### src/rtl/sid_reg_sequencer.sv
`default_nettype none
// ============================================================================
//  Module      : sid_reg_sequencer
//  Description : Bus initiator for the SID register port. Queues timed
//                register commands {wait ticks, rd, addr, data} and replays
//                them into the SID core, paced by the 1 MHz clock enable.
//                Reads are captured and returned through a valid/ready port.
//  Revision    : 1.0 - initial release
// ============================================================================
module sid_reg_sequencer #(
    parameter int FIFO_DEPTH = 16,
    parameter int WAIT_W     = 16
) (
    input  logic                          clk,
    input  logic                          reset_n,
    input  logic                          ce_1m,
    input  logic                          flush,
    input  logic                          cmd_valid,
    output logic                          cmd_ready,
    input  logic [WAIT_W-1:0]             cmd_wait,
    input  logic                          cmd_rd,
    input  logic [4:0]                    cmd_addr,
    input  logic [7:0]                    cmd_data,
    output logic                          rsp_valid,
    input  logic                          rsp_ready,
    output logic [4:0]                    rsp_addr,
    output logic [7:0]                    rsp_data,
    output logic                          sid_we,
    output logic [4:0]                    sid_addr,
    output logic [7:0]                    sid_data,
    input  logic [7:0]                    sid_rdata,
    output logic                          busy,
    output logic [$clog2(FIFO_DEPTH):0]   fifo_level
);

    localparam int c_PTR_W = $clog2(FIFO_DEPTH);
    localparam int c_LVL_W = c_PTR_W + 1;
    localparam int c_ENT_W = WAIT_W + 1 + 5 + 8;

    typedef enum logic [2:0] {
        ST_IDLE  = 3'd0,
        ST_WAIT  = 3'd1,
        ST_ISSUE = 3'd2,
        ST_CAPT  = 3'd3,
        ST_RSP   = 3'd4
    } state_t;

    // Command queue storage and bookkeeping
    logic [c_ENT_W-1:0] r_mem [FIFO_DEPTH];
    logic [c_PTR_W-1:0] r_wr_ptr;
    logic [c_PTR_W-1:0] r_rd_ptr;
    logic [c_LVL_W-1:0] r_level;

    // Sequencer state and the command currently being executed
    state_t             r_state;
    logic [WAIT_W-1:0]  r_cnt;
    logic               r_cur_rd;
    logic [4:0]         r_cur_addr;
    logic [7:0]         r_cur_data;

    // Registered output copies
    logic               r_sid_we;
    logic [4:0]         r_sid_addr;
    logic [7:0]         r_sid_data;
    logic               r_rsp_valid;
    logic [4:0]         r_rsp_addr;
    logic [7:0]         r_rsp_data;

    logic               w_push;
    logic               w_pop;
    logic               w_not_empty;
    logic [c_ENT_W-1:0] w_head;
    logic [WAIT_W-1:0]  w_head_wait;
    logic               w_head_rd;
    logic [4:0]         w_head_addr;
    logic [7:0]         w_head_data;

    // A full queue refuses pushes even if a pop frees a slot this cycle,
    // so readiness depends only on the registered level and flush.
    assign cmd_ready   = (r_level < c_LVL_W'(FIFO_DEPTH)) & ~flush;
    assign w_push      = cmd_valid & cmd_ready;
    assign w_not_empty = (r_level != '0);
    assign w_pop       = (r_state == ST_IDLE) & w_not_empty & ~flush;

    assign w_head      = r_mem[r_rd_ptr];
    assign w_head_wait = w_head[c_ENT_W-1 -: WAIT_W];
    assign w_head_rd   = w_head[13];
    assign w_head_addr = w_head[12:8];
    assign w_head_data = w_head[7:0];

    assign busy        = (r_state != ST_IDLE) | w_not_empty;
    assign fifo_level  = r_level;
    assign sid_we      = r_sid_we;
    assign sid_addr    = r_sid_addr;
    assign sid_data    = r_sid_data;
    assign rsp_valid   = r_rsp_valid;
    assign rsp_addr    = r_rsp_addr;
    assign rsp_data    = r_rsp_data;

    // Queue storage write; contents are don't-care until pushed
    always_ff @(posedge clk) begin
        if (w_push) begin
            r_mem[r_wr_ptr] <= {cmd_wait, cmd_rd, cmd_addr, cmd_data};
        end
    end

    // Queue pointers and occupancy; flush empties the queue in one cycle
    always_ff @(posedge clk or negedge reset_n) begin
        if (!reset_n) begin
            r_wr_ptr <= '0;
            r_rd_ptr <= '0;
            r_level  <= '0;
        end else if (flush) begin
            r_wr_ptr <= '0;
            r_rd_ptr <= '0;
            r_level  <= '0;
        end else begin
            if (w_push) begin
                r_wr_ptr <= r_wr_ptr + 1'b1;
            end
            if (w_pop) begin
                r_rd_ptr <= r_rd_ptr + 1'b1;
            end
            if (w_push && !w_pop) begin
                r_level <= r_level + 1'b1;
            end else if (!w_push && w_pop) begin
                r_level <= r_level - 1'b1;
            end
        end
    end

    // Command sequencer: fetch, count ce_1m ticks, strobe the SID, capture reads
    always_ff @(posedge clk or negedge reset_n) begin
        if (!reset_n) begin
            r_state     <= ST_IDLE;
            r_cnt       <= '0;
            r_cur_rd    <= 1'b0;
            r_cur_addr  <= '0;
            r_cur_data  <= '0;
            r_sid_we    <= 1'b0;
            r_sid_addr  <= '0;
            r_sid_data  <= '0;
            r_rsp_valid <= 1'b0;
            r_rsp_addr  <= '0;
            r_rsp_data  <= '0;
        end else if (flush) begin
            // Abort: drop any pending op; sid_addr/sid_data keep their last value
            r_state     <= ST_IDLE;
            r_cnt       <= '0;
            r_sid_we    <= 1'b0;
            r_rsp_valid <= 1'b0;
        end else begin
            r_sid_we <= 1'b0;
            case (r_state)
                ST_IDLE: begin
                    if (w_pop) begin
                        r_cnt      <= w_head_wait;
                        r_cur_rd   <= w_head_rd;
                        r_cur_addr <= w_head_addr;
                        r_cur_data <= w_head_data;
                        r_state    <= ST_WAIT;
                    end
                end
                ST_WAIT: begin
                    // wait=N issues on the (N+1)th tick seen here
                    if (ce_1m) begin
                        if (r_cnt == '0) begin
                            r_sid_addr <= r_cur_addr;
                            if (!r_cur_rd) begin
                                r_sid_we   <= 1'b1;
                                r_sid_data <= r_cur_data;
                            end
                            r_state <= ST_ISSUE;
                        end else begin
                            r_cnt <= r_cnt - 1'b1;
                        end
                    end
                end
                ST_ISSUE: begin
                    r_state <= r_cur_rd ? ST_CAPT : ST_IDLE;
                end
                ST_CAPT: begin
                    // sid_rdata is combinational from the address driven in ISSUE
                    r_rsp_data  <= sid_rdata;
                    r_rsp_addr  <= r_sid_addr;
                    r_rsp_valid <= 1'b1;
                    r_state     <= ST_RSP;
                end
                ST_RSP: begin
                    if (rsp_ready) begin
                        r_rsp_valid <= 1'b0;
                        r_state     <= ST_IDLE;
                    end
                end
                default: begin
                    r_state <= ST_IDLE;
                end
            endcase
        end
    end

endmodule
`default_nettype wire

### config.mk
export PLATFORM = sky130hd
export DESIGN_NAME = sid_reg_sequencer
export DESIGN_NICKNAME = d
export VERILOG_FILES = /design/src/rtl/sid_reg_sequencer.sv
export SDC_FILE = /design/constraint.sdc
export NUM_CORES = 1
export LEC_CHECK = 0
export ABC_AREA = 1
export BUFFER_PORTS_ARGS = -buffer_cell sky130_fd_sc_hd__buf_2
export CELL_PAD_IN_SITES_DETAIL_PLACEMENT = 1
export CELL_PAD_IN_SITES_GLOBAL_PLACEMENT = 1
export CORE_MARGIN = 5
export CORE_UTILIZATION = 45
export CTS_CLUSTER_DIAMETER = 60
export DETAILED_ROUTE_END_ITERATION = 12
export MAX_ROUTING_LAYER = met4
export PLACE_DENSITY_LB_ADDON = 0.1
export SLEW_MARGIN = 20
export SYNTH_ARGS = -nofsm -noshare
export SYNTH_HDL_FRONTEND = slang
export SYNTH_SLANG_ARGS = --single-unit
### constraint.sdc
create_clock -name clk -period 4.98 [get_ports clk]
set_clock_uncertainty 0.1 [all_clocks]
set_input_delay 0.498 -clock clk [delete_from_list [all_inputs] [get_ports clk]]
set_output_delay 0.498 -clock clk [all_outputs]
set_load 0.01 [all_outputs]
# Yosys cells after proc, flatten, opt, wreduce, memory -nomap -nowiden
# Memories as Yosys holds them, arrays and structs flattened.
# Index checks and enable logic that the tools add are counted.
[classes] n_reduce_logical=20 n_mux=29 eq_ne=9 bitwise=7 order_cmp=1 n_addsub=5
[op_table] op="$mux W16" count=4
[op_table] op="$pmux W16 S2" count=1
[op_table] op="$logic_not A16 Y1" count=1
[op_table] op="$mux W4" count=4
[op_table] op="$sub A16 B1 Y16 const B" count=1
[op_table] op="$mux W3" count=5
[op_table] op="$mux W5" count=3
[op_table] op="$ne A3 B3 Y1 const B" count=5
[op_table] op="$pmux W3 S5" count=1
[op_table] op="$reduce_and A4 Y1" count=3
[op_table] op="$reduce_bool A3 Y1" count=4
[op_table] op="$mux W1" count=9
[op_table] op="$add A4 B1 Y4 const B" count=2
[op_table] op="$eq A3 B2 Y1 const B" count=2
[op_table] op="$add A5 B1 Y5 const B" count=1
[op_table] op="$lt A5 B5 Y1 const B" count=1
[op_table] op="$reduce_and A5 Y1" count=1
[op_table] op="$reduce_bool A5 Y1" count=1
[op_table] op="$sub A5 B1 Y5 const B" count=1
[op_table] op="$and A1 B1 Y1" count=4
[op_table] op="$reduce_and A2 Y1" count=2
[op_table] op="$reduce_bool A2 Y1" count=2
[op_table] op="$eq A3 B1 Y1 const B" count=1
[op_table] op="$eq A3 B3 Y1 const B" count=1
[op_table] op="other kinds (8)" count=11
[word_totals] ram_bits=480 in_bits=44 memories=1 reg_bits=74 word_cells=86
[memory_table] memory="r_mem" depth=16 word_bits=30 read_ports=1 rd_ports_with_merged_regs=0 write_ports=1 line="49" source="logic [c_ENT_W-1:0] r_mem [FIFO_DEPTH];"

# Depth between registers and ports, before layout
# Gate-level depths: netlist (run 1).
[logic_depth] depth_word=8 mapped_depth=14 depth_no_buf=13

# Least setup slack after synthesis (run 1)
# Ideal clock, no wire load.
[synth_timing] kind="in2reg" startpoint="input port flush" endpoint="memory r_mem[11][0] (netlist name), enable pin" t_arrival_ns=2.542 setup_ns=0.417 path_buffers=1 stages=6 setup_slack_ns=1.921 path_cell_list="buf_2 -> nor2_2 -> nand2_1 -> inv_1 -> nand2_1 -> nor2_1"
[synth_between] elab_chain_cells=5
[synth_rtl] item="start: declaration" line="17" source="input logic flush,"
[synth_rtl] item="$not A1 Y1 (no source line)"
[synth_rtl] item="$and A1 B1 Y1" line="80" source="assign cmd_ready = (r_level < c_LVL_W'(FIFO_DEPTH)) & ~flush;"
[synth_rtl] item="named net cmd_ready" line="19" source="output logic cmd_ready,"
[synth_rtl] item="$and A1 B1 Y1" line="81" source="assign w_push = cmd_valid & cmd_ready;"
[synth_rtl] item="$mux W1" line="102" source="if (w_push) begin"
[synth_rtl] item="$mux W1 (not written as such)" line="103" source="r_mem[r_wr_ptr] <= {cmd_wait, cmd_rd, cmd_addr, cmd_data};"
[synth_rtl] item="end: declaration" line="49"
# The timed path passes the listed nets, and every way through them passes these cells.

# Worst setup path after layout (run 1)
[layout_timing] startpoint="register r_rd_ptr[1]" endpoint="register r_cur_data[6]"
[layout_between] elab_chain_cells=1
[layout_rtl] item="start: declaration" line="51" source="logic [c_PTR_W-1:0] r_rd_ptr;"
[layout_rtl] item="start signal: assignment" line="122" source="r_rd_ptr <= r_rd_ptr + 1'b1;"
[layout_rtl] item="$mem_v2 Z16 W30"
[layout_rtl] item="end signal: assignment" line="160" source="r_cur_data <= w_head_data;"
[layout_rtl] item="end: declaration" line="59" source="logic [7:0] r_cur_data;"
# No other way between the ends.
# A chain may end at the register's enable or synchronous reset.

==> results of run 1 <==
## routing by layer
metal / track usage / part of all wire
met1: 0.327 / 0.46
met5: - / 0
met3: 0.0412 / 0.049
met2: 0.381 / 0.47
met4: 0.0536 / 0.020
## worst max-delay path: cells and delay by family (launching register included)
kind,cells,cell delay [ps]
simple gates,4,550
buf+inv,1,760
compound gates,2,560
flops,1,930
## flip-flops by register name, summed over array words and instances, names as in the netlist
name and count:
r_mem 480, sid_data 8, r_cur_addr 5, rsp_valid 1, rsp_data 8, r_state 3, rsp_addr 5, r_wr_ptr 4
r_cur_data 8, sid_addr 5, r_cnt 16, sid_we 1, fifo_level 5, r_rd_ptr 4, r_cur_rd 1
## logic make-up (layout without fill, tap and decap cells)
| kind of cell | Yosys count | after routing | synth area share |
|---|---|---|---|
| AO/OA/AOI/OAI | 243 | 243 | 0.0600 |
| XOR/XNOR | 2 | 2 | 0.000772 |
| adder cells (fa/ha/maj) | 12 | 12 | 0.00695 |
| buffers and inverters | 159 | 273 | 0.0305 |
| flip-flops | 554 | 554 | 0.717 |
| multiplexers | 8 | 8 | 0.00397 |
| other | 0 | 2 | 0 |
| AND/OR/NAND/NOR | 996 | 996 | 0.181 |
## cells in the final DEF (no fill, tap or decap), types with 18 or more instances in the layout
| master | count |
|---|---|
| a21oi_1 | 28 |
| buf_2 | 77 |
| buf_4 | 18 |
| clkbuf_16 | 59 |
| dfrtp_1 | 70 |
| edfxtp_1 | 480 |
| inv_1 | 44 |
| nand2_1 | 463 |
| nand3_1 | 235 |
| nor2_1 | 262 |
| o211ai_1 | 51 |
| o21ai_0 | 148 |
## power by group through the flow
stage,combinational [mW],sequential [mW],clock [mW]
after floorplan,2.33,5.60,0
after global placement,3.40,5.65,0
after detailed placement,3.49,5.66,0
after CTS,3.53,5.57,4.28
after global routing,3.93,5.60,4.48
final,3.49,5.56,4.21
## final cells by class
type                       instances  area share
antenna                            2    0.000193
clock buffer                      79      0.0619
clock inverter                    25     0.00860
inverter                          52     0.00778
multi-input combinational       1261       0.226
sequential                       554       0.629
tap                              672      0.0325
timing repair buffer             117      0.0341
## timing repair
| action | 4_1_cts | 5_1_grt |
|---|---|---|
| setup endpoints to repair | 0 | 0 |
| hold buffers | 10 | 0 |
| endpoints found under the hold margin | 76 | 0 |
## worst max path at each step
stage / startpoint / to / cells after the start
6_report: r_rd_ptr[1] / r_cur_data[6] / 7
2_1_floorplan: flush / r_mem[11][0] / 6
3_3_place_gp: flush / r_mem[13][21] / 6
3_5_place_dp: flush / r_mem[0][4] / 7
5_1_grt: r_rd_ptr[1] / r_cur_data[6] / 7
4_1_cts: r_rd_ptr[1] / r_cur_data[6] / 7
==> impl_metrics.env, run 1 <==
export IMPL_timing_hold_ws_ps=86.7
export IMPL_grt_max_degree=182
export IMPL_cts_root_buf="clkbuf_16"
export IMPL_cts_tree="done"
export IMPL_final_core_util=0.517
export IMPL_routed_wl_um=63900
export IMPL_p_clk_frac=0.317
export IMPL_setup_tns_ps=0
export IMPL_hold_end="r_wr_ptr[1]"
export IMPL_num_io_pins=79
export IMPL_wl_per_cell_um=23.1
export IMPL_synth_edf_count=480
export IMPL_hold_path_class="input pin to flop"
export IMPL_p_sw_mw=4.52
export IMPL_fin_cells=2762
export IMPL_gp_congestion=0.800
export IMPL_setup_ws_ps=1900
export IMPL_vias=15200
export IMPL_io_buffers=78
export IMPL_reg2reg_slack_ps=1900
export IMPL_synth_top_area_cell="edfxtp_1"
export IMPL_p_per_area_nw_per_um2=512
export IMPL_cts_buffer_depth=3
export IMPL_synth_top_area_frac=0.635
export IMPL_ant_nets=0
export IMPL_cp_required_ps=5430
export IMPL_dpl_worst_slack_ps=1870
export IMPL_ys_warn_count=0
export IMPL_relSlewSlack=0.307
export IMPL_cts_buffers=58
export IMPL_fin_area_um2=25900
export IMPL_yosysMostFrequentCell="edfxtp_1"
export IMPL_numPlacedInstances=2644
export IMPL_cpPeakStageDelay_ps=930
export IMPL_slowest_stage="dfrtp_4"
export IMPL_hold_viol_final=0
export IMPL_yosys_top_cells_count="480 x edfxtp_1, 463 x nand2_1, 278 x nor2_1"
export IMPL_drive_gt1_frac=0.114
export IMPL_clk_latency_ps=620
export IMPL_power_frac_seq=0.419
export IMPL_tightest_slew_ps=1040
export IMPL_cts_resized=0
export IMPL_cts_sinks=554
export IMPL_fin_nets=2100
export IMPL_reg2reg_depth=7
export IMPL_max_cap_viol_count=0
export IMPL_synth_avg_cell_area_um2=11.5
export IMPL_ys_types=39
export IMPL_critPathKind="flop to flop"
export IMPL_drt_iter0_drc=1297
export IMPL_path_max_fanout=75
export IMPL_track_usage=0.239
export IMPL_rsz0062_at_grt="no"
export IMPL_grt_overflow=0
export IMPL_cp_arrival_ps=3530
export IMPL_die_w_um=235
export IMPL_synthTopCellsByArea="edfxtp_1 63%, dfrtp_1 8.2%, nand2_1 7.7%"
export IMPL_slew_viol_final=0
export IMPL_h_tree_depth=2
export IMPL_multiInputGateArea_um2=5860
export IMPL_clkTransAtPathRegs_ps=60
export IMPL_hold_depth=2
export IMPL_internal_power_mw=8.75
export IMPL_grt_pass1_wl_um=97100
export IMPL_status="finished clean"
export IMPL_start_util=0.453
export IMPL_synth_seq_area_share=0.717
export IMPL_synthFlopType="edfxtp_1"
export IMPL_syn_nets=2030
export IMPL_drc_errors=0
export IMPL_r2r_end="r_cur_data[6]"
export IMPL_dr_pass1_iters=5
export IMPL_antenna_found_initial=2
export IMPL_syn_area_um2=22700
export IMPL_synthCells=1974
export IMPL_power_total_mw=13.3
export IMPL_area_growth_pct=14.1
export IMPL_row_count=82
export IMPL_crit_top_cell="nand2_1"
export IMPL_place_area_um2=23900
export IMPL_combPwrFrac=0.263
export IMPL_max_freq_ghz=0.325
export IMPL_holdCritStartpoint="cmd_valid"
export IMPL_max_vdd_ir_drop_uv=406
export IMPL_critical_path_startpoint_type="flop"
export IMPL_die_area_um2=55000
export IMPL_finalSetupViolCount=0
export IMPL_n_fill_cell=5267
export IMPL_sw_frac_of_total=0.341
export IMPL_synthArstFlopShare=0.134
export IMPL_ys_ff_latch=554
export IMPL_hpwl_um=37200
export IMPL_grt_pass1_vias=15900
export IMPL_viasPerCell=5.51
export IMPL_regArea_um2=16300
export IMPL_critPathCaptureType="flop"
export IMPL_finalCritPeriodShare=0.618
export IMPL_period_needed_ps=3080
export IMPL_cp_cell_sequence="buf_4, o21ai_0, o211ai_1, nand3_1, nand2_1, nand2_1, nand2_1"
export IMPL_die_h_um=235
export IMPL_p_leak_nw=9.52
export IMPL_postCtsSetupBuffers=0
export IMPL_core_um2=50100
export IMPL_r2r_start="r_rd_ptr[1]"
No activity file was read; power rests on OpenSTA's default activity.
==> run 2: changes to the inputs <==
--- a/config.mk
+++ b/config.mk
@@ -5,7 +5,7 @@
 export SDC_FILE = /design/constraint.sdc
 export NUM_CORES = 1
 export LEC_CHECK = 0
-export ABC_AREA = 1
+export ABC_AREA = 0
 export BUFFER_PORTS_ARGS = -buffer_cell sky130_fd_sc_hd__buf_2
 export CELL_PAD_IN_SITES_DETAIL_PLACEMENT = 1
 export CELL_PAD_IN_SITES_GLOBAL_PLACEMENT = 1
==> constraint.sdc (replaced) <==
create_clock -name clk -period 2.77 [get_ports clk]
set_clock_uncertainty 0.1 [all_clocks]
set_input_delay 0.277 -clock clk [delete_from_list [all_inputs] [get_ports clk]]
set_output_delay 0.277 -clock clk [all_outputs]
set_load 0.01 [all_outputs]
==> run 2 against run 1 <==
Wire length decreased by 19%. Worst setup slack got worse by 1800 ps. Final cell count decreased by 30%. Sequential share of layout area decreased by 0.45 points. Register-to-register slack got worse by 1700 ps. Design area increased by 0.73%. Count of clock-buffer cells in the layout increased by 6. Synthesized cell count decreased by 47%. First-iteration DRC count decreased by 39%. Largest power group unchanged.
==> impl_metrics.env, run 2 <==
export IMPL_synthCells=1044
export IMPL_die_h_um=231
export IMPL_synth_top_area_cell="edfxtp_1"
export IMPL_antenna_found_initial=1
export IMPL_ys_warn_count=0
export IMPL_cpPeakStageDelay_ps=600
export IMPL_syn_area_um2=21900
export IMPL_cts_buffers=60
export IMPL_top_regs="r_mem: 480 flops, r_cnt: 16 flops"
export IMPL_critPathKind="flop to output pin"
export IMPL_critical_path_startpoint_type="flop"
export IMPL_grt_pass1_wl_um=78000
export IMPL_place_area_um2=23800
export IMPL_synth_avg_cell_area_um2=21.0
export IMPL_clkTransAtPathRegs_ps=60
export IMPL_slew_viol_final=0
export IMPL_cts_tree="done"
export IMPL_cts_buffer_depth=3
export IMPL_largest_register="r_mem"
export IMPL_fin_area_um2=26100
export IMPL_io_buffers=78
export IMPL_setup_tns_ps=0
export IMPL_max_cap_viol_count=0
export IMPL_dpl_worst_slack_ps=140
export IMPL_cp_arrival_ps=2260
export IMPL_max_freq_ghz=0.379
export IMPL_ant_nets=0
export IMPL_p_leak_nw=8.82
export IMPL_status="finished clean"
export IMPL_routed_wl_um=51700
export IMPL_cts_root_buf="clkbuf_16"
export IMPL_synthArstFlopShare=0.134
export IMPL_h_tree_depth=2
export IMPL_layout_commonest_cell="edfxtp_1"
export IMPL_cts_sinks=554
export IMPL_synthFlopType="edfxtp_1"
export IMPL_synth_edf_count=480
export IMPL_drive_gt1_frac=0.334
export IMPL_hold_path_class="input pin to async pin"
export IMPL_max_vdd_ir_drop_uv=533
export IMPL_cp_cell_sequence="or4_1, buf_4, or3_1, buf_2"
export IMPL_vias=10900
export IMPL_largest_register_ff_count=480
export IMPL_p_per_area_nw_per_um2=883
export IMPL_syn_nets=1100
export IMPL_path_max_fanout=4
export IMPL_clk_latency_ps=610
export IMPL_synth_top_area_frac=0.657
export IMPL_wl_per_cell_um=26.9
export IMPL_numPlacedInstances=1764
export IMPL_critPathCaptureType="output pin"
export IMPL_drc_errors=0
export IMPL_hold_viol_final=0
export IMPL_hpwl_um=29400
export IMPL_num_io_pins=79
export IMPL_layout_common_cells="480 x edfxtp_1, 141 x mux4_2, 77 x buf_2, 68 x dfrtp_1, 62 x clkbuf_16"
export IMPL_die_area_um2=53300
export IMPL_finalSetupViolCount=0
export IMPL_viasPerCell=5.67
export IMPL_cp_required_ps=2390
export IMPL_gp_congestion=0.876
export IMPL_area_growth_pct=18.9
export IMPL_grt_overflow=0
export IMPL_yosysMostFrequentCell="edfxtp_1"
export IMPL_ys_ff_latch=554
export IMPL_die_w_um=231
export IMPL_dr_pass1_iters=5
export IMPL_yosys_top_cells_count="480 x edfxtp_1, 141 x mux4_2, 74 x dfrtp_1"
export IMPL_fin_nets=1303
export IMPL_synth_seq_area_share=0.742
export IMPL_start_util=0.452
export IMPL_relSlewSlack=0.573
export IMPL_track_usage=0.203
export IMPL_grt_pass1_vias=11800
export IMPL_final_core_util=0.537
export IMPL_finalCritPeriodShare=0.953
export IMPL_rsz0062_at_grt="no"
export IMPL_row_count=81
export IMPL_power_total_mw=23.0
export IMPL_timing_hold_ws_ps=87.3
export IMPL_drt_iter0_drc=794
export IMPL_slowest_stage="or4_1"
export IMPL_fin_cells=1920
export IMPL_period_needed_ps=2640
export IMPL_synthTopCellsByArea="edfxtp_1 66%, mux4_2 14%, dfrtp_1 8.4%"
export IMPL_ys_types=68
export IMPL_setup_ws_ps=130
export IMPL_tightest_slew_ps=640
export IMPL_grt_max_degree=38
export IMPL_core_um2=48500
## run 2: worst max-delay path: cells and delay by family (launching register included)
kind	cells	cell delay, ps
flops	1	390
buf+inv	2	340
simple gates	2	940
## run 2: metal layers
| metal | share of wire | GRT usage | vias to the layer above |
|---|---|---|---|
| li1 | - | - | 4741 |
| met1 | 0.46 | 0.287 | 5828 |
| met2 | 0.48 | 0.316 | 246 |
| met3 | 0.046 | 0.0342 | 75 |
| met5 | 0 | - | - |
| met4 | 0.019 | 0.0435 | 0 |
## run 2: logic make-up after synthesis
group / synth area share
and+or+nand+nor: 0.0350
AOI/OAI and AO/OA: 0.0234
muxes: 0.175
xor gates and xnor gates: 0.00399
DFF: 0.742
adders and majority gates: 0.00719
buffers and inverters: 0.0137
## run 2: path summary, 6_finish.rpt
| check | startpoint | to | slack, ps | cells past startpoint |
|---|---|---|---|---|
| worst max-delay path | fifo_level[1] | busy | 130 | 4 |
| worst max register to register | fifo_level[1] | fifo_level[4] | 190 | 8 |
| max in group asynchronous | reset_n | r_state[0] | 1880 | 3 |
| worst min register to register | rsp_data[2] | rsp_data[2] | 380 | 1 |
| worst min-delay path | reset_n | rsp_data[4] | 90 | 2 |
| min in group clk | ce_1m | r_cnt[14] | 160 | 3 |
## run 2: report_power, final
part | switching [mW] | total [mW] | leakage [nW] | internal, mW
Sequential | 0.394 | 9.95 | 5.28 | 9.56
Combinational | 2.64 | 5.42 | 2.62 | 2.78
Clock | 3.18 | 7.66 | 0.917 | 4.48
## run 2: cell type report
type	count	area, um^2
antenna	1	2.50
timing repair buffer	192	1690
clock inverter	27	248
clock buffer	85	1640
sequential	554	16300
tap	622	778
fill	4269	22500
multi-input combinational	430	5410
inverter	9	33.8
## run 2: repair_timing
action / in CTS / in global routing
setup buffers: 0 / 0
hold buffers: 43 / 0
resized for setup: 0 / 2
endpoints found under the setup margin: 0 / 1
hold endpoints to repair: 570 / 0
